**config.mk**
```make
export PLATFORM = sky130hd
export DESIGN_NAME = regfile_wb_arbiter_flat
export DESIGN_NICKNAME = d
export VERILOG_FILES = /design/src/rtl/regfile_wb_arbiter_if.sv /design/src/rtl/regfile_wb_arbiter.sv /design/src/flat_wrapper.sv
export SDC_FILE = /design/constraint.sdc
export NUM_CORES = 1
export LEC_CHECK = 0
export CELL_PAD_IN_SITES_DETAIL_PLACEMENT = 1
export CELL_PAD_IN_SITES_GLOBAL_PLACEMENT = 1
export CORE_ASPECT_RATIO = 0.7
export CORE_MARGIN = 3
export CORE_UTILIZATION = 42
export DETAILED_ROUTE_END_ITERATION = 12
export PLACE_DENSITY_LB_ADDON = 0.1
export SYNTH_ARGS = -nofsm -noshare
export SYNTH_HDL_FRONTEND = slang
export SYNTH_SLANG_ARGS = --single-unit
```
**constraint.sdc**
```tcl
create_clock -name clk -period 5.4 [get_ports clk]
set_input_delay 1.08 -clock clk [delete_from_list [all_inputs] [get_ports clk]]
set_output_delay 1.08 -clock clk [all_outputs]
set_load 0.03 [all_outputs]
```
**src/rtl/regfile_wb_arbiter_if.sv**
```systemverilog
// Write-port bundle between the writeback sources, the register file and the
// core's hazard logic. 'slave' is the arbiter side; 'master' is the side that
// drives requests and consumes grants and hazard flags.
//
// Handshake: a request moves on a rising clk edge where its valid and ready
// are both high. Once valid is raised, the source keeps valid and its
// payload (wn/d) steady until it sees ready. dbg_ready and c_ready are
// combinational grants. l_ready is simply "FIFO not full" and does not
// depend on l_valid. iss_valid has no ready: every issue is taken.
interface regfile_wb_arbiter_if #(
   parameter int DATA_W     = 32,
   parameter int FIFO_DEPTH = 2
);
   localparam int CNT_W = $clog2(FIFO_DEPTH) + 1;

   logic              dbg_valid;
   logic [4:0]        dbg_wn;
   logic [DATA_W-1:0] dbg_d;
   logic              dbg_ready;
   logic              c_valid;
   logic [4:0]        c_wn;
   logic [DATA_W-1:0] c_d;
   logic              c_ready;
   logic              l_valid;
   logic [4:0]        l_wn;
   logic [DATA_W-1:0] l_d;
   logic              l_ready;
   logic              iss_valid;
   logic [4:0]        iss_wn;
   logic [4:0]        rna;
   logic [4:0]        rnb;
   logic              haz_a;
   logic              haz_b;
   logic [4:0]        rf_wn;
   logic [DATA_W-1:0] rf_d;
   logic              rf_we;
   logic [CNT_W-1:0]  fifo_cnt;
   logic              arb_force;   // arbiter FSM state: 1 = FORCE

   modport slave (
      input  dbg_valid, dbg_wn, dbg_d, c_valid, c_wn, c_d,
             l_valid, l_wn, l_d, iss_valid, iss_wn, rna, rnb,
      output dbg_ready, c_ready, l_ready, haz_a, haz_b,
             rf_wn, rf_d, rf_we, fifo_cnt, arb_force
   );

   modport master (
      output dbg_valid, dbg_wn, dbg_d, c_valid, c_wn, c_d,
             l_valid, l_wn, l_d, iss_valid, iss_wn, rna, rnb,
      input  dbg_ready, c_ready, l_ready, haz_a, haz_b,
             rf_wn, rf_d, rf_we, fifo_cnt, arb_force
   );
endinterface

```
**src/rtl/regfile_wb_arbiter.sv**
```systemverilog
// Register-file write-port arbiter: debug, core writeback and a FIFO-buffered
// long-latency source share one registered write port. An age counter forces
// the FIFO head through after it has lost STARVE_LIMIT times in a row, and a
// pending-write scoreboard drives the read-port hazard flags.
module regfile_wb_arbiter #(
   parameter int DATA_W       = 32,
   parameter int FIFO_DEPTH   = 2,
   parameter int STARVE_LIMIT = 4
) (
   input logic                clk,
   input logic                clrn,
   regfile_wb_arbiter_if.slave bus
);
   localparam int PTR_W = $clog2(FIFO_DEPTH);
   localparam int CNT_W = $clog2(FIFO_DEPTH) + 1;
   localparam int AGE_W = $clog2(STARVE_LIMIT + 1);
   localparam logic [AGE_W-1:0] AGE_MAX  = AGE_W'(STARVE_LIMIT);
   localparam logic [CNT_W-1:0] CNT_FULL = CNT_W'(FIFO_DEPTH);

   typedef enum logic {NORMAL = 1'b0, FORCE = 1'b1} state_t;

   state_t            state_q, state_d;
   logic [AGE_W-1:0]  age_q, age_d;
   logic [DATA_W-1:0] mem_d  [FIFO_DEPTH];
   logic [4:0]        mem_wn [FIFO_DEPTH];
   logic [PTR_W-1:0]  wr_ptr_q, rd_ptr_q;
   logic [CNT_W-1:0]  cnt_q;
   logic [31:0]       sb_q, sb_d;
   logic              full, empty, push, pop;
   logic              gnt_dbg, gnt_core, gnt_head, any_gnt;
   logic [4:0]        head_wn, wr_wn;
   logic [DATA_W-1:0] head_d, wr_d;
   logic              rf_we_q;
   logic [4:0]        rf_wn_q;
   logic [DATA_W-1:0] rf_d_q;

   assign full    = (cnt_q == CNT_FULL);
   assign empty   = (cnt_q == '0);
   assign push    = bus.l_valid && !full;
   assign head_wn = mem_wn[rd_ptr_q];
   assign head_d  = mem_d[rd_ptr_q];

   // Grant selection, age update and FSM next state.
   always_comb begin
      state_d  = state_q;
      age_d    = age_q;
      gnt_dbg  = 1'b0;
      gnt_core = 1'b0;
      gnt_head = 1'b0;
      case (state_q)
         NORMAL: begin
            if (bus.dbg_valid)    gnt_dbg  = 1'b1;
            else if (bus.c_valid) gnt_core = 1'b1;
            else if (!empty)      gnt_head = 1'b1;
         end
         FORCE: begin
            if (!empty)             gnt_head = 1'b1;
            else if (bus.dbg_valid) gnt_dbg  = 1'b1;
            else if (bus.c_valid)   gnt_core = 1'b1;
         end
         default: ;
      endcase
      pop = gnt_head;
      // The age counts consecutive losses of the current head.
      if (empty || pop)          age_d = '0;
      else if (age_q != AGE_MAX) age_d = age_q + 1'b1;
      // FORCE is entered on the edge where the head collects its last allowed loss.
      case (state_q)
         NORMAL:  if (age_d == AGE_MAX) state_d = FORCE;
         FORCE:   if (pop || empty)     state_d = NORMAL;
         default: state_d = NORMAL;
      endcase
   end

   // Mux the granted source onto the write path.
   always_comb begin
      wr_wn   = 5'd0;
      wr_d    = '0;
      any_gnt = gnt_dbg || gnt_core || gnt_head;
      if (gnt_dbg) begin
         wr_wn = bus.dbg_wn;
         wr_d  = bus.dbg_d;
      end else if (gnt_core) begin
         wr_wn = bus.c_wn;
         wr_d  = bus.c_d;
      end else if (gnt_head) begin
         wr_wn = head_wn;
         wr_d  = head_d;
      end
   end

   // FSM state and age counter registers.
   always_ff @(posedge clk or negedge clrn) begin
      if (!clrn) begin
         state_q <= NORMAL;
         age_q   <= '0;
      end else begin
         state_q <= state_d;
         age_q   <= age_d;
      end
   end

   // FIFO pointers and occupancy; push and pop may coincide when not full.
   always_ff @(posedge clk or negedge clrn) begin
      if (!clrn) begin
         wr_ptr_q <= '0;
         rd_ptr_q <= '0;
         cnt_q    <= '0;
      end else begin
         if (push) wr_ptr_q <= wr_ptr_q + 1'b1;
         if (pop)  rd_ptr_q <= rd_ptr_q + 1'b1;
         case ({push, pop})
            2'b10:   cnt_q <= cnt_q + 1'b1;
            2'b01:   cnt_q <= cnt_q - 1'b1;
            default: cnt_q <= cnt_q;
         endcase
      end
   end

   // FIFO storage; contents are meaningless while unoccupied, so no reset.
   always_ff @(posedge clk) begin
      if (push) begin
         mem_wn[wr_ptr_q] <= bus.l_wn;
         mem_d[wr_ptr_q]  <= bus.l_d;
      end
   end

   // Scoreboard next value: clear on FIFO pop, then set on issue so a same-register set wins.
   always_comb begin
      sb_d = sb_q;
      if (pop) sb_d[head_wn] = 1'b0;
      if (bus.iss_valid && (bus.iss_wn != 5'd0)) sb_d[bus.iss_wn] = 1'b1;
      sb_d[0] = 1'b0;
   end

   // Scoreboard register.
   always_ff @(posedge clk or negedge clrn) begin
      if (!clrn) sb_q <= '0;
      else       sb_q <= sb_d;
   end

   // Output register: one-cycle write latency, writes to r0 are swallowed.
   always_ff @(posedge clk or negedge clrn) begin
      if (!clrn) begin
         rf_we_q <= 1'b0;
         rf_wn_q <= 5'd0;
         rf_d_q  <= '0;
      end else begin
         rf_we_q <= any_gnt && (wr_wn != 5'd0);
         if (any_gnt) begin
            rf_wn_q <= wr_wn;
            rf_d_q  <= wr_d;
         end
      end
   end

   assign bus.dbg_ready = gnt_dbg;
   assign bus.c_ready   = gnt_core;
   assign bus.l_ready   = !full;
   assign bus.haz_a     = sb_q[bus.rna];
   assign bus.haz_b     = sb_q[bus.rnb];
   assign bus.rf_we     = rf_we_q;
   assign bus.rf_wn     = rf_wn_q;
   assign bus.rf_d      = rf_d_q;
   assign bus.fifo_cnt  = cnt_q;
   assign bus.arb_force = (state_q == FORCE);
endmodule

```
**src/flat_wrapper.sv**
```systemverilog
// flat-port wrapper written by rule: the top's interface ports become plain ports
module regfile_wb_arbiter_flat 
#(
   parameter int DATA_W       = 32,
   parameter int FIFO_DEPTH   = 2,
   parameter int STARVE_LIMIT = 4
)
  (clk, clrn, bus_dbg_valid, bus_dbg_wn, bus_dbg_d, bus_c_valid, bus_c_wn, bus_c_d, bus_l_valid, bus_l_wn, bus_l_d, bus_iss_valid, bus_iss_wn, bus_rna, bus_rnb, bus_dbg_ready, bus_c_ready, bus_l_ready, bus_haz_a, bus_haz_b, bus_rf_wn, bus_rf_d, bus_rf_we, bus_fifo_cnt, bus_arb_force);
  regfile_wb_arbiter_if #(.DATA_W(DATA_W), .FIFO_DEPTH(FIFO_DEPTH)) bus_i ();
  input logic clk;
  input logic clrn;
  input wire logic [$bits(bus_i.dbg_valid)-1:0] bus_dbg_valid;
  input wire logic [$bits(bus_i.dbg_wn)-1:0] bus_dbg_wn;
  input wire logic [$bits(bus_i.dbg_d)-1:0] bus_dbg_d;
  input wire logic [$bits(bus_i.c_valid)-1:0] bus_c_valid;
  input wire logic [$bits(bus_i.c_wn)-1:0] bus_c_wn;
  input wire logic [$bits(bus_i.c_d)-1:0] bus_c_d;
  input wire logic [$bits(bus_i.l_valid)-1:0] bus_l_valid;
  input wire logic [$bits(bus_i.l_wn)-1:0] bus_l_wn;
  input wire logic [$bits(bus_i.l_d)-1:0] bus_l_d;
  input wire logic [$bits(bus_i.iss_valid)-1:0] bus_iss_valid;
  input wire logic [$bits(bus_i.iss_wn)-1:0] bus_iss_wn;
  input wire logic [$bits(bus_i.rna)-1:0] bus_rna;
  input wire logic [$bits(bus_i.rnb)-1:0] bus_rnb;
  output wire logic [$bits(bus_i.dbg_ready)-1:0] bus_dbg_ready;
  output wire logic [$bits(bus_i.c_ready)-1:0] bus_c_ready;
  output wire logic [$bits(bus_i.l_ready)-1:0] bus_l_ready;
  output wire logic [$bits(bus_i.haz_a)-1:0] bus_haz_a;
  output wire logic [$bits(bus_i.haz_b)-1:0] bus_haz_b;
  output wire logic [$bits(bus_i.rf_wn)-1:0] bus_rf_wn;
  output wire logic [$bits(bus_i.rf_d)-1:0] bus_rf_d;
  output wire logic [$bits(bus_i.rf_we)-1:0] bus_rf_we;
  output wire logic [$bits(bus_i.fifo_cnt)-1:0] bus_fifo_cnt;
  output wire logic [$bits(bus_i.arb_force)-1:0] bus_arb_force;
  assign bus_i.dbg_valid = bus_dbg_valid;
  assign bus_i.dbg_wn = bus_dbg_wn;
  assign bus_i.dbg_d = bus_dbg_d;
  assign bus_i.c_valid = bus_c_valid;
  assign bus_i.c_wn = bus_c_wn;
  assign bus_i.c_d = bus_c_d;
  assign bus_i.l_valid = bus_l_valid;
  assign bus_i.l_wn = bus_l_wn;
  assign bus_i.l_d = bus_l_d;
  assign bus_i.iss_valid = bus_iss_valid;
  assign bus_i.iss_wn = bus_iss_wn;
  assign bus_i.rna = bus_rna;
  assign bus_i.rnb = bus_rnb;
  assign bus_dbg_ready = bus_i.dbg_ready;
  assign bus_c_ready = bus_i.c_ready;
  assign bus_l_ready = bus_i.l_ready;
  assign bus_haz_a = bus_i.haz_a;
  assign bus_haz_b = bus_i.haz_b;
  assign bus_rf_wn = bus_i.rf_wn;
  assign bus_rf_d = bus_i.rf_d;
  assign bus_rf_we = bus_i.rf_we;
  assign bus_fifo_cnt = bus_i.fifo_cnt;
  assign bus_arb_force = bus_i.arb_force;
  regfile_wb_arbiter #(.DATA_W(DATA_W), .FIFO_DEPTH(FIFO_DEPTH), .STARVE_LIMIT(STARVE_LIMIT)) u_core (.clk(clk), .clrn(clrn), .bus(bus_i));
endmodule
```
==> metrics.txt, run 1 <==
largest net degree at the start of global routing=78; number of fillers in the final layout=1485; vias per std cell=6.000; total grt overflow=0; diode count=0; Mapped Nets=627; outcome=complete, no violations; Setup CP Type=in2out; kind of start point of the critical path=input pin; clk slew on worst S/H paths=0.06 ns; commonest cells after routing, fill and taps aside=176 x clkdlybuf4s50_1, 76 x dfrtp_1, 74 x edfxtp_1; Hold Path Class=reg2reg; Seq pwr share=40.1%; routed wl met3=1741 um; Max Fclk=0.2025 GHz; die height=111.5 um; worst skew pair latency=0.43 ns; worst slew pin tran=1.147 ns; Cells after Synth=492; DP HPWL=14060 um; area of the die=0.01746 mm^2; drt initial violations=572; setup tns final=0 ns; RSZ-0062 raised after global routing=false; Leak=3.410 nW; Starting Density=44.09%; vias in the first global route=5625; # rows=37; final hold violation count=0; IO buf count=177; Slew Limit Fails=0; register area share after synthesis=62.17%; crit path DAT=3.86 ns; Bufs on Longest Clock Path=2; cts bufs inserted=17; # hold bufs at CTS=0; Die X=156.7 um; Yosys warnings=0; fin util=61.08%; type of destination of the critical path=primary output; pwr/cell area=511.0 mW/mm^2; min Tclk post-route=4.937 ns; wire length per cell=23.66 um; slowest CP cell=clkdlybuf4s50_1; Slew HR=23.51%; Placement Cell Area=0.008598 mm^2; Pre-antenna DRT Iters=8; WP data required=4.32 ns; Max H-tree Level=4; Setup-failing EPs final=0; CP max FO=8; number of remaining DRC errors=0; clk root buf=clkbuf_16; initial antenna violation count=0; GPL Wtd Cong=0.8701; Switch Pwr=1.620 mW; Routed Antenna Nets=0; Post-CTS Setup Bufs=0; total core area=0.01514 mm^2; Switching Fraction=34.29%; crit path cell chain=clkdlybuf4s50_1 > mux4_2 > mux4_2 > mux2_2 > clkdlybuf4s50_1; Clock Power Share=26.7%; Seq cells post-synth=151; Total GRT Usage=23.77%; final net count=796; vias=5214; syn avg cell area=13.56 um^2; most common cell after layout, fill and taps aside=clkdlybuf4s50_1; share of cells above drive strength 1=14.99%; Comb pwr share=33.2%; post-synthesis cell type count=36; CTS tree=done; Layout Area Growth over Synthesis=38.55%; Top Metal Used=met4; clock skew=0.01068 ns; final WL=20560 um; first-pass GRT wire length=32040 um; met2 wire length=9480 um; Post-synth ARST share=50.99%; CTS Sinks=151; ys flop type=dfrtp_1; wl on met1=9105 um; Max-Cap Viols=0; CP peak stage delay=0.81 ns; EDFF count, synth=74; I/O pins=178; Int Pwr=3.105 mW; Netlist Area Pre-Place=0.006674 mm^2; fin crit share=91.43%; final instance area=0.009246 mm^2; Post-CTS Resized=0; worst vdd ir=0.0002683 V
==> state kept, by name, indices dropped and copies added (netlist names) <==
name                  count
u_core.sb_q              31
u_core.mem_d             64
u_core.rd_ptr_q           1
u_core.bus.rf_we          1
u_core.bus.arb_force      1
u_core.bus.fifo_cnt       2
u_core.bus.rf_d          32
u_core.wr_ptr_q           1
u_core.mem_wn            10
u_core.age_q              3
u_core.bus.rf_wn          5
==> stage by stage <==
step                      setup slack [ns]  total power, mW  instances  hold WS, ns
after detailed placement            0.4315            3.453        837       0.4756
after global placement              0.5212            3.372        837       0.4667
after CTS                           0.4171            4.741        869       0.4916
after floorplan                      1.694            2.778        492       0.4604
final                               0.4628            4.725        869       0.4831
after global routing                0.3158            4.956        869       0.5214
==> Yosys cell counts, types with 8 or more instances <==
| master | count | area (um^2) |
|---|---|---|
| nand2_1 | 14 | 52.55 |
| clkbuf_1 | 17 | 63.81 |
| mux2i_1 | 10 | 100.1 |
| a222oi_1 | 32 | 320.3 |
| mux2_2 | 37 | 416.7 |
| mux4_2 | 18 | 405.4 |
| a21oi_1 | 36 | 180.2 |
| nand3b_1 | 8 | 60.06 |
| dfrtp_1 | 77 | 1927 |
| edfxtp_1 | 74 | 2222 |
| nor2_1 | 39 | 146.4 |
| o21ai_0 | 66 | 330.3 |
==> final timing paths <==
| path | from | end | slack (ns) | cells past startpoint |
|---|---|---|---|---|
| min in group asynchronous | clrn | u_core.bus.rf_wn[4] | 0.84 | 1 |
| max in group asynchronous | clrn | u_core.rd_ptr_q | 3.83 | 1 |
| hold / removal | u_core.bus.rf_wn[0] | u_core.bus.rf_wn[0] | 0.48 | 2 |
| setup reg to reg | u_core.rd_ptr_q | u_core.sb_q[20] | 2.64 | 4 |
| setup / recovery | bus_rna[0] | bus_haz_a | 0.46 | 5 |
| hold reg to reg | u_core.bus.rf_wn[0] | u_core.bus.rf_wn[0] | 0.48 | 2 |
==> cell type report <==
| type | count | area (um^2) | share of cell area [%] |
|---|---|---|---|
| sequential | 151 | 4150 | 44.88 |
| inverter | 3 | 11.26 | 0.1218 |
| multi-input combinational | 307 | 2394 | 25.89 |
| clock inverter | 6 | 41.29 | 0.4465 |
| timing repair buffer | 181 | 1799 | 19.46 |
| clock buffer | 26 | 606.8 | 6.563 |
| tap | 195 | 244.0 | 2.639 |
==> routing by layer <==
layer / vias to the layer above / GRT usage (%)
li1: 2282 / -
met1: 2667 / 33.38
met2: 244 / 36.64
met3: 21 / 6.915
met4: 0 / 6.006
met5: - / 0
==> worst max-delay path: cells and delay by family <==
kind	cells	cell delay [ns]
buffers and inverters	2	1.41
multiplexers	3	1.35
==> cell families after synthesis <==
family / after synthesis / synth area share [%]
AOI/OAI and AO/OA: 145 / 13.85
xor gates and xnor gates: 6 / 0.7874
adders and majority gates: 3 / 0.5625
buffers and inverters: 34 / 2.250
DFF: 151 / 62.17
muxes: 65 / 13.82
and+or+nand+nor: 88 / 6.562
==> power groups by stage <==
stage	Combinational (mW)	Clock [mW]	Sequential, mW
after floorplan	0.822	0	1.96
after global placement	1.49	0	1.88
after detailed placement	1.55	0	1.90
after CTS	1.57	1.28	1.89
after global routing	1.68	1.34	1.94
final	1.57	1.26	1.89
Note: power is estimated with default switching activity, not from simulation.
==> run 2: changes to the inputs <==
--- a/config.mk
+++ b/config.mk
@@ -9,7 +9,8 @@
 export CELL_PAD_IN_SITES_GLOBAL_PLACEMENT = 1
 export CORE_ASPECT_RATIO = 0.7
 export CORE_MARGIN = 3
-export CORE_UTILIZATION = 42
+export CORE_UTILIZATION = 39
+export CTS_CLUSTER_SIZE = 8
 export DETAILED_ROUTE_END_ITERATION = 12
 export PLACE_DENSITY_LB_ADDON = 0.1
 export SYNTH_ARGS = -nofsm -noshare
==> constraint.sdc (replaced) <==
create_clock -name clk -period 5.6 [get_ports clk]
set_input_delay 1.12 -clock clk [delete_from_list [all_inputs] [get_ports clk]]
set_output_delay 1.12 -clock clk [all_outputs]
set_load 0.03 [all_outputs]
==> metrics.txt, run 2 (synthesis gave the netlist of run 1 again) <==
outcome=complete, no violations; Layout Area Growth over Synthesis=38.21%; clock skew=0.01102 ns; wire length per cell=22.40 um; WP data required=4.48 ns; FF-to-FF setup slack=2.91 ns; worst setup path end=bus_haz_b; Max-Cap Viols=0; Placement Cell Area=0.008636 mm^2; initial antenna violation count=1; Bufs on Longest Clock Path=2; crit path DAT=3.88 ns; Hold Path Class=reg2reg; stages on the worst setup path=5; CTS Sinks=151; most common cell after layout, fill and taps aside=clkdlybuf4s50_1; final hold violation count=0; vias in the first global route=5565; critical path startpoint=bus_rnb[0]; number of remaining DRC errors=0; Setup CP Type=in2out; worst reg2reg path startpoint=u_core.rd_ptr_q; Slew HR=21.78%; Worst Path Buf+Inv=2; vias=5133; total core area=0.01654 mm^2; max reg flops=64; RSZ-0062 raised after global routing=false; vias per std cell=5.710; Post-CTS Setup Bufs=0; area of the die=0.01874 mm^2; total grt overflow=0; # hold bufs at CTS=0; Leak=3.365 nW; clk root buf=clkbuf_16; Routed Antenna Nets=0; # rows=39; crit path cell chain=clkdlybuf4s50_1 > mux4_2 > mux4_2 > mux2_2 > clkdlybuf4s50_1; Reg with most FFs=u_core.mem_d; first-pass GRT wire length=31640 um; die height=115.4 um; Starting Density=40.34%; Max Fclk=0.2000 GHz; share of cells above drive strength 1=14.54%; DP HPWL=14060 um; Comb pwr share=33.3%; Seq pwr share=41.0%; Die X=162.4 um; Total GRT Usage=22.30%; worst reg-to-reg path cell count=4; drt initial violations=523; final instance area=0.009224 mm^2; type of destination of the critical path=primary output; Post-CTS Resized=0; setup tns final=0 ns; worst slew pin tran=1.173 ns; commonest cells after routing, fill and taps aside=176 x clkdlybuf4s50_1, 76 x dfrtp_1, 74 x edfxtp_1; worst skew pair latency=0.42 ns; Switching Fraction=34.19%; I/O pins=178; final net count=796; fin crit share=89.30%; CP max FO=8; CP delay by family, top=buffers and inverters; cts bufs inserted=17; clk slew on worst S/H paths=0.06 ns; GPL Wtd Cong=0.8970; Pre-antenna DRT Iters=7; IO buf count=177; diode count=0; largest net degree at the start of global routing=78; Switch Pwr=1.528 mW; Slew Limit Fails=0; kind of start point of the critical path=input pin; pwr/cell area=484.3 mW/mm^2; Setup-failing EPs final=0; Int Pwr=2.940 mW; worst vdd ir=0.0002436 V; CP peak stage delay=0.82 ns; CTS tree=done; worst r2r dst=u_core.sb_q[22]; Clock Power Share=25.7%; Max H-tree Level=4; min Tclk post-route=5.001 ns; final WL=20140 um; slowest CP cell=clkdlybuf4s50_1
run 2: changes by cell type in the layout (fill, tap and decap cells not counted), moves of 2 or more:
cell        previous run  this run
bufinv_16              0         3
clkbuf_1               1         3
clkbuf_16             23        17
clkbuf_8               2         0
clkinvlp_4             1         4
run 2: layout make-up:
type	instances	area [um^2]
timing repair buffer	181	1799
clock inverter	12	151.4
tap	225	281.5
sequential	151	4150
inverter	3	11.26
clock buffer	20	436.7
fill	1623	7318
multi-input combinational	307	2394
run 2: how the worst min path moves through the flow:
stage / end / cells past startpoint / startpoint / slack, ns
after floorplan: u_core.wr_ptr_q / 1 / u_core.wr_ptr_q / 0.46
after global placement: u_core.bus.rf_wn[0] / 2 / u_core.bus.rf_wn[0] / 0.48
after detailed placement: u_core.bus.rf_wn[0] / 2 / u_core.bus.rf_wn[0] / 0.48
after CTS: u_core.bus.rf_wn[0] / 2 / u_core.bus.rf_wn[0] / 0.50
after global routing: u_core.bus.rf_wn[0] / 2 / u_core.bus.rf_wn[0] / 0.52
final: u_core.bus.rf_wn[2] / 2 / u_core.bus.rf_wn[2] / 0.49
run 2: worst min-delay path, stage by stage (launching register included):
cell,delay [ns]
dfrtp_1,0.35
nand2_1,0.05
nand2_1,0.05
run 2: power groups by stage:
stage	sequential, mW	combinational [mW]	clock (mW)
floorplan	1.89	0.793	0
CTS	1.83	1.50	1.17
global route	1.88	1.60	1.23
global placement	1.82	1.43	0
detailed placement	1.84	1.48	0
finish	1.83	1.49	1.15
run 2: routing by layer:
metal | wire, um | global-route usage, % | share of wire (%)
met1 | 8728 | 30.19 | 43
met2 | 9362 | 34.87 | 46
met3 | 1819 | 7.217 | 9.0
met4 | 211 | 6.534 | 1.0
met5 | 13 | 0 | 0.065
run 2: per-stage QoR:
step	hold slack (ns)	power, mW	instances	utilization (%)	worst slack [ns]
floorplan	0.4604	2.679	492	-	1.814
global placement	0.4803	3.256	867	52.20	0.6215
finish	0.4917	4.468	899	55.76	0.5994
CTS	0.4964	4.502	899	55.76	0.5759
detailed placement	0.4808	3.322	867	52.20	0.5795
global route	0.5234	4.702	899	55.76	0.4942
